### src/rtl/enigma_step_ctrl.sv
// Enigma M3 step sequencer: accepts a letter, steps the three rotors (with the
// middle-rotor double step), lets the datapath settle, then holds the ciphertext.
module enigma_step_ctrl #(
    parameter int unsigned NOTCH1     = 16,
    parameter int unsigned NOTCH2     = 4,
    parameter int unsigned SETTLE_CYC = 1
) (
    input  logic       CLK,
    input  logic       RST_N,
    input  logic       IN_VALID,
    input  logic [4:0] IN_LET,
    output logic       IN_READY,
    input  logic       CFG_LD,
    input  logic [1:0] CFG_SEL,
    input  logic [4:0] CFG_VAL,
    output logic [4:0] ROT_LET,
    input  logic [4:0] ROT_RES,
    output logic [4:0] R1,
    output logic [4:0] R2,
    output logic [4:0] R3,
    output logic       OUT_VALID,
    output logic [4:0] OUT_LET,
    input  logic       OUT_READY,
    output logic       BUSY
);

    localparam int unsigned LET_W = 5;
    localparam int unsigned CNT_W = (SETTLE_CYC > 1) ? $clog2(SETTLE_CYC) : 1;

    localparam logic [LET_W-1:0] LAST_LET = LET_W'(25);
    localparam logic [LET_W-1:0] N1       = LET_W'(NOTCH1);
    localparam logic [LET_W-1:0] N2       = LET_W'(NOTCH2);
    localparam logic [CNT_W-1:0] CNT_LAST = CNT_W'(SETTLE_CYC - 1);

    typedef enum logic [1:0] {
        IDLE   = 2'd0,
        STEP   = 2'd1,
        SETTLE = 2'd2,
        EMIT   = 2'd3
    } state_t;

    state_t           state;
    logic [CNT_W-1:0] settle_cnt;

    // Rotor position advance, wrapping Z back to A.
    function automatic logic [LET_W-1:0] inc26(input logic [LET_W-1:0] x);
        return (x >= LAST_LET) ? '0 : x + LET_W'(1);
    endfunction

    // Configuration has priority over a letter request, so advertise not-ready then.
    assign IN_READY = (state == IDLE) && !CFG_LD && RST_N;
    assign BUSY     = (state != IDLE);

    always_ff @(posedge CLK) begin
        if (!RST_N) begin
            state      <= IDLE;
            R1         <= '0;
            R2         <= '0;
            R3         <= '0;
            ROT_LET    <= '0;
            OUT_LET    <= '0;
            OUT_VALID  <= 1'b0;
            settle_cnt <= '0;
        end else begin
            case (state)
                IDLE: begin
                    if (CFG_LD) begin
                        if (CFG_VAL <= LAST_LET) begin
                            case (CFG_SEL)
                                2'd1:    R1 <= CFG_VAL;
                                2'd2:    R2 <= CFG_VAL;
                                2'd3:    R3 <= CFG_VAL;
                                default: ;
                            endcase
                        end
                    end else if (IN_VALID) begin
                        // Out-of-range letters are consumed without stepping.
                        if (IN_LET <= LAST_LET) begin
                            ROT_LET <= IN_LET;
                            state   <= STEP;
                        end
                    end
                end
                STEP: begin
                    // Middle rotor also steps when it sits on its own notch (double step).
                    R1 <= inc26(R1);
                    if ((R1 == N1) || (R2 == N2)) begin
                        R2 <= inc26(R2);
                    end
                    if (R2 == N2) begin
                        R3 <= inc26(R3);
                    end
                    settle_cnt <= '0;
                    state      <= SETTLE;
                end
                SETTLE: begin
                    if (settle_cnt == CNT_LAST) begin
                        OUT_LET   <= ROT_RES;
                        OUT_VALID <= 1'b1;
                        state     <= EMIT;
                    end else begin
                        settle_cnt <= settle_cnt + CNT_W'(1);
                    end
                end
                EMIT: begin
                    if (OUT_READY) begin
                        OUT_VALID <= 1'b0;
                        state     <= IDLE;
                    end
                end
                default: state <= IDLE;
            endcase
        end
    end

endmodule

### config.mk
export PLATFORM = sky130hd
export DESIGN_NAME = enigma_step_ctrl
export DESIGN_NICKNAME = d
export VERILOG_FILES = /design/src/rtl/enigma_step_ctrl.sv
export SDC_FILE = /design/constraint.sdc
export NUM_CORES = 1
export LEC_CHECK = 0
export BUFFER_PORTS_ARGS = -buffer_cell sky130_fd_sc_hd__buf_2
export CORE_MARGIN = 2
export CORE_UTILIZATION = 55
export DETAILED_ROUTE_END_ITERATION = 16
export GPL_ROUTABILITY_DRIVEN = 1
export PLACE_DENSITY = 0.82
export SLEW_MARGIN = 20
export SYNTH_ARGS = -nofsm -noshare
export SYNTH_HDL_FRONTEND = slang
export SYNTH_SLANG_ARGS = --single-unit
### constraint.sdc
create_clock -name CLK -period 2.9 [get_ports CLK]
set_clock_uncertainty 0.05 [all_clocks]
set_input_delay 0.29 -clock CLK [delete_from_list [all_inputs] [get_ports CLK]]
set_output_delay 0.29 -clock CLK [all_outputs]
set_load 0.05 [all_outputs]
==> flow_metrics.tcl <==
set metrics [dict create \
    nets 268 \
    io_pins 50 \
    cp-start-kind "flop" \
    synthFlopType "dfxtp_1" \
    grt_pass1_wl_microns 6340 \
    tightest_slew_ns 0.594 \
    start_util 0.569 \
    min_path_type "input port to flop" \
    crit_fanout 7 \
    rows 20 \
    syn_to_final_growth_pct 16.7 \
    die_y_microns 60.0 \
    grt_pass1_vias 1415 \
    ant_nets 0 \
    met1_usage 0.302 \
    grt_max_degree 36 \
    cts_buffer_depth 2 \
    ir_drop_uv 597 \
    viasPerCell 5.91 \
    fin_crit_sh 0.708 \
    syn_inst 191 \
    drive_gt1_frac 0.262 \
    core-area_sq_um 3030 \
    cap_violations 0 \
    vias 1636 \
    antenna_found_initial 0 \
    slew_viol_final 0 \
    final_cells 277 \
    grt_usage 0.229 \
    finalSetupViolCount 0 \
    critPathCaptureType "primary output" \
    cts-buffers-inserted 3 \
    grt_use_met2 0.380 \
    drt_iter0_markers 78 \
    relSlewSlack 0.600 \
    overflow 0 \
    cts_hold_buf 0 \
    async_reset_ff_frac 0 \
    n_antenna_cell 0 \
    rsz0062_at_grt "false" \
    clkSinkCount 28 \
    grt_use_met3 0.0260 \
    die_area_sq_um 3600 \
    cts_tree "built" \
    clk_pin_slew_ns 0.15 \
    synth_nets 225 \
    synth_edf_count 0 \
    syn_area_sq_um 1720 \
    avgSynthCellArea_sq_um 9.03 \
    p_leak_nw 0.915 \
    dp_cells 273 \
    power_density_nw_per_um2 1100 \
    worstPathRequired_ns 2.56 \
    first_pass_iters 4 \
    portBuffers 49 \
    synth_cell_types 42 \
    crit_type "flop to primary output" \
    insertion_delay_ns 0.34 \
    hpwlAfterDp_microns 2930 \
    status "finished, final reports clean" \
    tns_ns 0 \
    setup_ws_ns 0.847 \
    ctsResizeCount 0 \
    cts_setup_buffers 0 \
    synthTopCellsByArea "dfxtp_1 33%, ha_1 8.7%, mux2i_1 5.8%, nor2b_1 5.1%, o21ai_0 4.4%" \
    synth_top_cell_area_share 0.325 \
    max_freq_mhz 487 \
    gp_congestion 0.914 \
    drc 0 \
    hold_viol_final 0 \
    arrival_ns 1.71 \
    gr-max-usage-layer "met2" \
    min_period_ns 2.05 \
    wirelength_microns 3940 \
    routedWlPerCell_microns 14.2 \
    h-tree-depth 1 \
    dpl_worst_slack_ns 0.903 \
    ys_seq_area_frac 0.325 \
    yosysWarnings 0 \
    yosys.area.top_type "dfxtp_1" \
    yosys_register_bits 28 \
    die_w_microns 60.0 \
    ctsRootBufferMaster "clkbuf_4" \
]
[power breakdown]
group / internal, W / switching, W
clock network: 0.0000771 / 0.000119
registers: 0.000499 / 0.000165
logic: 0.000434 / 0.000914
[sequential cells by signal (all words and copies together) (netlist names)]
register / count
OUT_LET: 5
R3: 5
R2: 5
state: 2
OUT_VALID: 1
ROT_LET: 5
R1: 5
[cells in the final DEF (no fill, tap or decap), types with 2 or more instances in the layout]
| master | count |
|---|---|
| a21boi_0 | 2 |
| a21oi_1 | 2 |
| a311oi_1 | 4 |
| a31oi_1 | 3 |
| a32o_1 | 7 |
| and2_1 | 4 |
| and3_1 | 6 |
| buf_2 | 49 |
| clkbuf_4 | 3 |
| dfxtp_1 | 28 |
| ha_1 | 12 |
| inv_1 | 11 |
| mux2i_1 | 10 |
| nand2_1 | 9 |
| nand2b_1 | 4 |
| nand3_1 | 4 |
| nand3b_1 | 4 |
| nand4_1 | 2 |
| nand4bb_1 | 2 |
| nor2_1 | 2 |
| nor2b_1 | 14 |
| nor3_1 | 2 |
| nor4_1 | 2 |
| o211ai_1 | 6 |
| o21a_1 | 2 |
| o21ai_0 | 15 |
| o221a_2 | 4 |
| o311a_1 | 3 |
| o311ai_1 | 2 |
| o31ai_1 | 2 |
[through the flow]
step	util	hold WS (ns)	area, sq um	power (W)
5_1_grt	0.664	0.149	2010	0.00238
4_1_cts	0.664	0.135	2010	0.00221
6_report	0.664	0.142	2010	0.00221
2_1_floorplan	-	0.384	1720	0.00174
3_3_place_gp	0.652	0.425	1980	0.00200
3_5_place_dp	0.652	0.454	1980	0.00201
[cell usage after synthesis, types with 3 or more instances]
| library cell | n |
|---|---|
| a311oi_1 | 4 |
| a31oi_1 | 3 |
| a32o_1 | 7 |
| and2_1 | 4 |
| and3_1 | 6 |
| buf_2 | 6 |
| clkbuf_1 | 5 |
| dfxtp_1 | 28 |
| ha_1 | 12 |
| inv_1 | 11 |
| mux2i_1 | 10 |
| nand2_1 | 9 |
| nand2b_1 | 4 |
| nand3_1 | 4 |
| nand3b_1 | 4 |
| nor2b_1 | 14 |
| o211ai_1 | 6 |
| o21ai_0 | 15 |
| o221a_2 | 4 |
| o311a_1 | 3 |
[critical path, stage by stage, from the launching register on]
cell and delay [ns]:
dfxtp_1 0.36, inv_1 0.10, ha_1 0.28, inv_1 0.13
nor3_1 0.20, buf_2 0.30
[final cells by class]
class	count	area, sq um
Multi-Input combinational cell	140	1070
Fill cell	273	1020
Sequential cell	28	561
Timing Repair Buffer	49	245
Tap cell	44	55.1
Inverter	12	45.0
Clock buffer	4	36.3
[cell families after synthesis]
family / count (synthesis) / synth area share
flops: 28 / 0.325
compound gates: 57 / 0.257
fa+ha+maj: 12 / 0.0871
mux: 10 / 0.0581
simple gates: 61 / 0.218
buf+inv: 23 / 0.0544
[per-layer routing]
metal	vias up	wire, microns
li1	803	-
met5	-	0
met2	59	1830
met4	0	76
met1	765	1820
met3	9	215
[final timing paths]
kind	from	endpoint	slack, ns	cells past startpoint
hold / removal	ROT_RES[2]	OUT_LET[2]	0.14	3
setup reg to reg	state[1]	R3[1]	0.86	6
setup / recovery	state[0]	IN_READY	0.85	5
hold reg to reg	OUT_VALID	OUT_VALID	0.48	2
No activity file was read; power rests on OpenSTA's default activity.
